--- config.mk ---
export PLATFORM = sky130hd
export DESIGN_NAME = video_cfg_master
export DESIGN_NICKNAME = d
export VERILOG_FILES = /design/src/rtl/video_cfg_master.sv
export SDC_FILE = /design/constraint.sdc
export NUM_CORES = 1
export LEC_CHECK = 0
export CAP_MARGIN = 15
export CORE_ASPECT_RATIO = 1.5
export CORE_MARGIN = 1.5
export CORE_UTILIZATION = 48
export CTS_CLUSTER_DIAMETER = 80
export DETAILED_ROUTE_END_ITERATION = 10
export PLACE_DENSITY = 0.78
export SLEW_MARGIN = 20
export SYNTH_ARGS = -nofsm -noshare
export SYNTH_HDL_FRONTEND = slang
export SYNTH_SLANG_ARGS = --single-unit
--- constraint.sdc ---
create_clock -name clk -period 2.6 [get_ports clk]
set_input_delay 0.52 -clock clk [delete_from_list [all_inputs] [get_ports clk]]
set_output_delay 0.52 -clock clk [all_outputs]
set_load 0.005 [all_outputs]
--- src/rtl/video_cfg_master.sv ---
// Writes a video mode descriptor as a fixed register burst, then runs the sync request/ack handshake.
// Define VIDEO_CFG_WAIT_FLYBACK_EN to wait for a flyback rising edge before requesting sync.
module video_cfg_master #(
  parameter int TIMEOUT_CYCLES = 1048576,
  parameter int TO_W           = 21
) (
  input  logic        clk,
  input  logic        reset,
  input  logic        start,
  input  logic [10:0] m_res_x,
  input  logic        m_double_x,
  input  logic [10:0] m_hs_fp,
  input  logic [10:0] m_hs_width,
  input  logic [10:0] m_hs_bp,
  input  logic [10:0] m_res_y,
  input  logic        m_double_y,
  input  logic [10:0] m_vs_fp,
  input  logic [10:0] m_vs_width,
  input  logic [10:0] m_vs_bp,
  input  logic [7:0]  m_wpl_m1,
  input  logic        m_hires,
  input  logic [2:0]  m_bpp,
  input  logic [10:0] m_cursor_x_offset,
  input  logic        m_tregs_ack,
  output logic [5:0]  reg_addr,
  output logic [31:0] reg_wdata,
  output logic        reg_wstrobe,
  input  logic [31:0] reg_rdata,
  output logic        busy,
  output logic        done,
  output logic        error
);

  localparam logic [5:0] CTRL_ADDR = 6'h20;

  typedef enum logic [3:0] {
    IDLE, WR, SYNC_SET, WAIT_HI, SYNC_CLR, WAIT_LO, FIN, ERR
`ifdef VIDEO_CFG_WAIT_FLYBACK_EN
    , WAIT_FB
`endif
  } state_t;

  state_t state_q, state_d;
  logic [3:0]    idx_q;
  logic [TO_W-1:0] cnt_q;
  logic          first_q;
  logic          error_q;
  logic          waiting;
  logic          timed_out;
  logic [31:0]   wr_data;

  logic [10:0] sh_res_x, sh_hs_fp, sh_hs_width, sh_hs_bp;
  logic [10:0] sh_res_y, sh_vs_fp, sh_vs_width, sh_vs_bp, sh_cursor;
  logic        sh_double_x, sh_double_y, sh_hires, sh_tregs_ack;
  logic [7:0]  sh_wpl_m1;
  logic [2:0]  sh_bpp;

`ifdef VIDEO_CFG_WAIT_FLYBACK_EN
  logic fb_prev_q;
  logic rdata_unused;
  assign rdata_unused = ^{reg_rdata[31:5], reg_rdata[3:2], reg_rdata[0]};
`else
  logic rdata_unused;
  assign rdata_unused = ^{reg_rdata[31:2], reg_rdata[0]};
`endif

  assign error     = error_q;
  assign timed_out = (cnt_q == TO_W'(TIMEOUT_CYCLES - 1));

  always_comb begin
    wr_data = '0;
    case (idx_q)
      4'd0:    wr_data = {sh_double_x, 20'h0, sh_res_x};
      4'd1:    wr_data = {21'h0, sh_hs_fp};
      4'd2:    wr_data = {21'h0, sh_hs_width};
      4'd3:    wr_data = {21'h0, sh_hs_bp};
      4'd4:    wr_data = {sh_double_y, 20'h0, sh_res_y};
      4'd5:    wr_data = {21'h0, sh_vs_fp};
      4'd6:    wr_data = {21'h0, sh_vs_width};
      4'd7:    wr_data = {21'h0, sh_vs_bp};
      4'd9:    wr_data = {24'h0, sh_wpl_m1};
      4'd10:   wr_data = {sh_hires, sh_bpp, 17'h0, sh_cursor};
      default: wr_data = '0;
    endcase
  end

  // The first poll cycle after entering a wait state is discarded: reg_rdata lags reg_addr by one cycle.
  always_comb begin
    state_d     = state_q;
    reg_addr    = '0;
    reg_wdata   = '0;
    reg_wstrobe = 1'b0;
    busy        = 1'b0;
    done        = 1'b0;
    waiting     = 1'b0;
    case (state_q)
      IDLE: if (start) state_d = WR;
      WR: begin
        busy        = 1'b1;
        reg_wstrobe = 1'b1;
        reg_addr    = {idx_q, 2'b00};
        reg_wdata   = wr_data;
`ifdef VIDEO_CFG_WAIT_FLYBACK_EN
        if (idx_q == 4'd10) state_d = WAIT_FB;
`else
        if (idx_q == 4'd10) state_d = SYNC_SET;
`endif
      end
`ifdef VIDEO_CFG_WAIT_FLYBACK_EN
      WAIT_FB: begin
        busy     = 1'b1;
        waiting  = 1'b1;
        reg_addr = CTRL_ADDR;
        if (!first_q && reg_rdata[4] && !fb_prev_q) state_d = SYNC_SET;
        else if (timed_out)                         state_d = ERR;
      end
`endif
      SYNC_SET: begin
        busy        = 1'b1;
        reg_wstrobe = 1'b1;
        reg_addr    = CTRL_ADDR;
        reg_wdata   = {29'h0, sh_tregs_ack, 2'b01};
        state_d     = WAIT_HI;
      end
      WAIT_HI: begin
        busy     = 1'b1;
        waiting  = 1'b1;
        reg_addr = CTRL_ADDR;
        if (!first_q && reg_rdata[1]) state_d = SYNC_CLR;
        else if (timed_out)           state_d = ERR;
      end
      SYNC_CLR: begin
        busy        = 1'b1;
        reg_wstrobe = 1'b1;
        reg_addr    = CTRL_ADDR;
        reg_wdata   = {29'h0, sh_tregs_ack, 2'b00};
        state_d     = WAIT_LO;
      end
      WAIT_LO: begin
        busy     = 1'b1;
        waiting  = 1'b1;
        reg_addr = CTRL_ADDR;
        if (!first_q && !reg_rdata[1]) state_d = FIN;
        else if (timed_out)            state_d = ERR;
      end
      FIN: begin
        done    = 1'b1;
        state_d = IDLE;
      end
      ERR: begin
        busy        = 1'b1;
        reg_wstrobe = 1'b1;
        reg_addr    = CTRL_ADDR;
        reg_wdata   = {29'h0, sh_tregs_ack, 2'b00};
        state_d     = IDLE;
      end
      default: state_d = IDLE;
    endcase
  end

  always_ff @(posedge clk) begin
    if (reset) begin
      state_q      <= IDLE;
      idx_q        <= '0;
      cnt_q        <= '0;
      first_q      <= 1'b1;
      error_q      <= 1'b0;
      sh_res_x     <= '0;
      sh_double_x  <= 1'b0;
      sh_hs_fp     <= '0;
      sh_hs_width  <= '0;
      sh_hs_bp     <= '0;
      sh_res_y     <= '0;
      sh_double_y  <= 1'b0;
      sh_vs_fp     <= '0;
      sh_vs_width  <= '0;
      sh_vs_bp     <= '0;
      sh_wpl_m1    <= '0;
      sh_hires     <= 1'b0;
      sh_bpp       <= '0;
      sh_cursor    <= '0;
      sh_tregs_ack <= 1'b0;
`ifdef VIDEO_CFG_WAIT_FLYBACK_EN
      fb_prev_q    <= 1'b1;
`endif
    end else begin
      state_q <= state_d;
      first_q <= (state_d != state_q);
      if (state_d != state_q) cnt_q <= '0;
      else if (waiting)       cnt_q <= cnt_q + 1'b1;
`ifdef VIDEO_CFG_WAIT_FLYBACK_EN
      // Treat the discarded first sample as high so a level already high is not mistaken for an edge.
      fb_prev_q <= first_q ? 1'b1 : reg_rdata[4];
`endif
      if (state_q == IDLE && start) begin
        idx_q        <= '0;
        error_q      <= 1'b0;
        sh_res_x     <= m_res_x;
        sh_double_x  <= m_double_x;
        sh_hs_fp     <= m_hs_fp;
        sh_hs_width  <= m_hs_width;
        sh_hs_bp     <= m_hs_bp;
        sh_res_y     <= m_res_y;
        sh_double_y  <= m_double_y;
        sh_vs_fp     <= m_vs_fp;
        sh_vs_width  <= m_vs_width;
        sh_vs_bp     <= m_vs_bp;
        sh_wpl_m1    <= m_wpl_m1;
        sh_hires     <= m_hires;
        sh_bpp       <= m_bpp;
        sh_cursor    <= m_cursor_x_offset;
        sh_tregs_ack <= m_tregs_ack;
      end
      if (state_q == WR) idx_q <= (idx_q == 4'd7) ? 4'd9 : idx_q + 4'd1;
      if (state_q == ERR) error_q <= 1'b1;
    end
  end

endmodule
; After elaboration in Yosys (flattened, before gate mapping)
; Index checks and enable logic that the tools add are counted.
[totals]
word_cells = 73
register_bits = 145
out_inout_bits = 42
input_bits = 149
[op_classes]
n_mux = 18
eq_ne = 18
addsub = 2
n_reduce_logical = 15
[op_table]
columns = cell, n
row1 = 32-bit case mux with 10 select lines, 1
row2 = 32-bit case mux with 3 select lines, 1
row3 = 4-bit by 3-bit equality test with 1-bit output (second input constant), 8
row4 = 4-bit 2-to-1 mux, 8
row5 = 4-bit case mux with 6 select lines, 1
row6 = 21-bit by 1-bit adder with 21-bit output (second input constant), 1
row7 = 21-bit by 20-bit equality test with 1-bit output (second input constant), 1
row8 = 4-bit by 2-bit equality test with 1-bit output (second input constant), 4
row9 = 6-bit case mux with 2 select lines, 1
row10 = 4-bit by 1-bit equality test with 1-bit output (second input constant), 2
row11 = 4-bit equality test (second input constant), 2
row12 = 4-bit logical NOT, 2
row13 = 1-bit 2-to-1 mux, 6
row14 = 2-bit OR reduction, 3
row15 = 6-bit OR reduction, 1
row16 = 5-bit OR reduction, 1
row17 = 4-bit by 1-bit adder with 4-bit output (second input constant), 1
row18 = 4-bit inequality test, 1
row19 = 2-bit nonzero test, 2
row20 = 4-bit OR reduction, 1
row21 = 1-bit logical AND, 3
row22 = 1-bit logical NOT, 2

; Logic depth before layout (Yosys ltp)
[logic_depth]
ltp_word = 6
depth_mapped = 8

; Worst setup path before layout
; No wires, ideal clock.
[synth_timing]
kind = register -> output
start = register idx_q[0]
end = output port reg_wdata[1]
arrival_time_ns = 1.775
setup_slack_ns = 0.305
required_ns = 2.080
path_stages_with_launch = 8
path_cell_list = dfxtp_1 inv_1 ha_1 clkbuf_1 clkbuf_1 a22oi_1 a311o_1 a21oi_1
[synth_between]
elab_chain_cells = 3
word_cells_on_any_way = 12
classes_between = 9 x eq/ne / 2 x mux / 1 x reduce/logical
[synth_rtl]
columns = item, line
row1 = from (decl), 44  ; logic [3:0] idx_q;
row2 = from (signal assigned), 214  ; if (state_q == WR) idx_q <= (idx_q == 4'd7) ? 4'd9 : idx_q + 4'd1;
row3 = 4-bit equality test (tied with other cells), 72  ; case (idx_q)
row4 = 32-bit case mux with 10 select lines (*), 72
row5 = 32-bit case mux with 3 select lines (*), 96  ; case (state_q)
row6 = to (decl), 26  ; output logic [31:0] reg_wdata,
; Every way passes the cells marked *; elsewhere a longest branch is shown, timed or not.

; Worst setup path in the final report
[layout_timing]
start = register idx_q[0]
end = output port reg_wdata[0]
; Same word-level chain as after synthesis.

==> results.md <==
- No sink is reached through more buffers than the 2 on the longest clock path.
- The proportion of register bits with asynchronous set or reset after synthesis is 0%.
- The setup total negative slack is -1890 ps.
- Leaving out fill and tap cells, the most frequent cells in the layout are 253 x sky130_fd_sc_hd__nand2_1, 141 x sky130_fd_sc_hd__a21oi_1, 140 x sky130_fd_sc_hd__dfxtp_1.
- The largest fanout on the critical path is 6.
- For this design the top-level I/O count stands at approximately 190.
- The final critical path takes up 108% of the cycle.
- The final route contains between 7000 and 8000 vias.
- The layout net count is ~1200.
- The count of final max-slew check failures came to 0.
- The worst reg2reg path depth is 6.
- The transition time of the tightest slew-check pin is between 600 and 700 ps.
- Counting flops and latches in the post-synthesis netlist gives approximately 150.
- The cell leakage power is ~0.0035 uW.
- The worst setup path is launched from a flop.
- The number of antenna-violating nets in the routed design is 0.
- The flow ran to the end, but the final reports show violations.
- The share of total power in combinational logic is a little over a tenth.
- The worst setup path is of the flop to primary output kind.
- The power spent charging and discharging nets is between 1000 and 1500 uW.
- Entering global routing, the biggest net connects between 100 and 150 pins.
- The worst-path cell with the longest stage delay is sky130_fd_sc_hd__dfxtp_4.
- Across all hold checks on the routed design, the worst slack comes to around 450 ps.
- After clock tree synthesis, the clock-pin slew on the worst setup and hold paths is ~60 ps.
- The sequential cell area fraction in the yosys report is between 40% and 50%.
- Power spread over the standard cell area amounts to roughly 570 nW/um^2.
- The startpoint identified for the worst hold timing path is sh_bpp[1].
- The number of hold buffers added after CTS was 0.
- The total wire length after detailed routing is approximately 22 mm.
- The maximum VDD drop is about 0.34 mV.
- After detailed routing, the number of vias per cell comes to around 5.7.
- The internal portion of the total power is 4190 uW.
- The die outline width is just over 100 um.
- The number of antenna repair diodes is 0.
- The core area is 14000 um^2.
- The wire length of the first global-routing pass is approximately 34 mm.
- For this run, design rule violations remaining after detail routing come to 0.
- The synthesized design contains 0 enable-type register cells.
- Setup slack on the worst reg-to-reg path comes out at about 520 ps.
- The clock network fraction of design power is between 40% and 50%.
- The floorplan has 53 rows.
- The fraction of power spent switching nets is 24.3%.
- The clock drives about 150 sinks.
- In the synthesized netlist the dominant register cell turns out to be sky130_fd_sc_hd__dfxtp_1.
- In the synthesized netlist, the number of instances is a little under 900.
- The synthesized cell area is approximately 6900 um^2.
- The overall overflow remaining after global route is 0.
- The checks that failed: setup timing.
- STA puts the critical path data arrival time at 2280 ps.
- The sum of buffers and inverters on the critical path is 5.
- The H-tree generated during clock tree synthesis spans 4 levels.
- The placer congestion estimate is around 0.95.
- The CTS tree is done.
- For the finished layout, the period the worst path requires is about 2800 ps.
- The number of library cell types mapped by synthesis is 64.
- The area added between synthesis and finish is 42.3%.
- In this run the clock root is driven by a sky130_fd_sc_hd__clkbuf_16.
- The initial antenna violation count is 0.
- Counting the fill cells in the layout gives between 1000 and 1500.
- The final setup violation count is 12.
- The kind of path behind the tightest hold check is flop to flop.
- In this run the critical register-to-register path is launched from state_q[1].
- The number of synthesis warnings is 0.
- The die height is ~150 um.
- The maximum achievable frequency is 357 MHz.
- The starting density of the core is about half.
- Setup repair after global routing could not meet its margin everywhere.
- The normalized max-slew margin is a little under three fifths.
- Across the run, the number of max-cap violations was 0.
- The required arrival time at the worst endpoint is roughly 2100 ps.
- The violation count after the first detailed-route iteration is between 500 and 600.
- The routed length per instance is around 18 um.
- The floorplan die area is between 15000 and 20000 um^2.
- During placement, the flow inserted port buffers numbering between 100 and 150.
- The critical path goes through inv_4 -> ha_4 -> buf_12 -> buf_8 -> nor4_4 -> o22ai_2 -> nand2_2 -> buf_6 -> o32ai_4 -> buf_2.
- The total track usage is between 20 and 30%.
- The number of endpoints with negative hold slack in the final report was 0.
- The worst hold path endpoint is sh_bpp[1].
- The sequential share of power is between 40% and 50%.
- The wire-length estimate of the detail-placed layout is 14.0 mm.
- The endpoint type of the worst setup path is a primary output.
- The total clock buffers created by CTS is 17.
- The worst setup slack after layout is -205 ps.
- The via count of the first global-routing pass came to just under 7000.
- The endpoint identified for the worst register-to-register timing path is sh_hs_fp[4].
- Grouping stages by cell kind, the critical path spends the most delay in buffers and inverters.
- The delay of the slowest cell on the worst path is around 400 ps.
- Counting instances, the worst hold path has a depth of 2.
- After synthesis, the mean cell area works out to 7.84 um^2.
- In the final layout, the share of cells above drive strength 1 is around 18%.
- The clock arrives with 8.49 ps of skew.
- The leading cell type in the layout, fill and taps excluded is sky130_fd_sc_hd__nand2_1.
- For this run, the detailed router's first-pass iteration total came to 6.
- The clock reaches the later pin of the worst-skew pair after 420 ps.
layer usage:
metal / share of wire, % / routed length [um] / vias up / global-route usage, %
met5: 0 / 0 / - / 0
met4: 6.7 / 1480 / 0 / 18.6
met3: 7.1 / 1570 / 99 / 5.67
met2: 51 / 11200 / 389 / 51.7
met1: 35 / 7800 / 3323 / 32.4
li1: - / - / 3356 / -
Yosys cell counts, drive strengths merged (5+ instances only):
library cell | n | area share [%]
ha | 5 | 0.91
o31ai | 5 | 0.55
nor2 | 19 | 1.1
nor3 | 12 | 1.2
inv | 9 | 0.49
xor2 | 5 | 0.91
nand2 | 255 | 14
a222oi | 10 | 1.5
o21ai | 10 | 0.78
nand4 | 8 | 0.82
or4 | 7 | 0.77
clkbuf | 46 | 2.5
nand4b | 5 | 0.64
a22oi | 15 | 1.6
nand3 | 12 | 0.88
dfxtp | 145 | 42
and3 | 7 | 0.64
a211oi | 10 | 1.5
xnor2 | 8 | 1.0
or3 | 6 | 0.62
nor2b | 5 | 0.46
a22o | 11 | 1.4
and4 | 5 | 0.64
nand2b | 6 | 0.55
buf | 42 | 4.3
a21oi | 147 | 11
state kept, by name, summed over array words and instances (netlist names), 8 cells and up:
register / count
sh_res_x: 11
sh_wpl_m1: 8
sh_res_y: 11
sh_vs_fp: 11
sh_cursor: 11
sh_vs_width: 11
sh_hs_bp: 11
sh_hs_fp: 11
sh_vs_bp: 11
sh_hs_width: 11
cnt_q: 21
worst max-delay path by stage:
stage	start	end	slack [ps]	depth (start not counted)
finish	idx_q[0]	reg_wdata[0]	-200	10
CTS	idx_q[0]	reg_wdata[3]	-160	9
detailed placement	idx_q[0]	reg_wdata[0]	-260	8
global route	idx_q[0]	reg_wdata[0]	-270	10
floorplan	idx_q[0]	reg_wdata[1]	300	7
global placement	idx_q[0]	reg_wdata[0]	-220	8
cells by family after synthesis:
logic type                 after synthesis  synth area share [%]
and+or+nand+nor                        372                  24.9
AOI/OAI and AO/OA                      237                  21.8
DFF                                    145                  42.3
buffers and inverters                   97                  7.28
xor gates and xnor gates                13                  1.93
adders and majority gates                5                 0.912
muxes                                    5                 0.766
other                                    1                0.0547
cell type report:
type | count | area (um^2) | share of cell area, %
multi-input cells | 652 | 3810 | 39.1
flip-flops and latches | 145 | 2920 | 29.9
repair buffers | 222 | 2120 | 21.7
clock buffers | 19 | 453 | 4.64
well taps | 192 | 240 | 2.46
clock inverters | 13 | 176 | 1.81
inverters | 9 | 38.8 | 0.398
tightest hold or removal path, delay by kind of cell, from the launching register on:
family	cells	cell delay (ps)
AO/OA/AOI/OAI	1	50
flip-flops	1	300
AND/OR/NAND/NOR	1	50
per-stage QoR:
stage / cells / power (uW) / worst slack (ps) / util, % / cell area, um^2
2_1_floorplan: 894 / 2660 / 305 / - / 6930
4_1_cts: 1249 / 5510 / -162 / 68.8 / 9630
3_3_place_gp: 1199 / 2930 / -217 / 61.9 / 8670
6_report: 1252 / 5530 / -205 / 69.7 / 9760
5_1_grt: 1252 / 5670 / -266 / 69.7 / 9760
3_5_place_dp: 1199 / 2930 / -256 / 61.9 / 8670
repair_timing:
| item | CTS | global route |
|---|---|---|
| pin swaps | 35 | 10 |
| gates cloned | 1 | 1 |
| endpoints found under the setup margin | 19 | 18 |
| buffers inserted | 20 | 3 |
| resized for setup | 106 | 29 |
power groups by stage:
stage,registers (uW),logic (uW),clock network (uW)
after floorplan,2390,272,0
after global placement,2410,519,0
after detailed placement,2410,524,0
after CTS,2360,551,2600
after global routing,2370,624,2680
final,2370,574,2590
(Power assumes the default switching activity.)
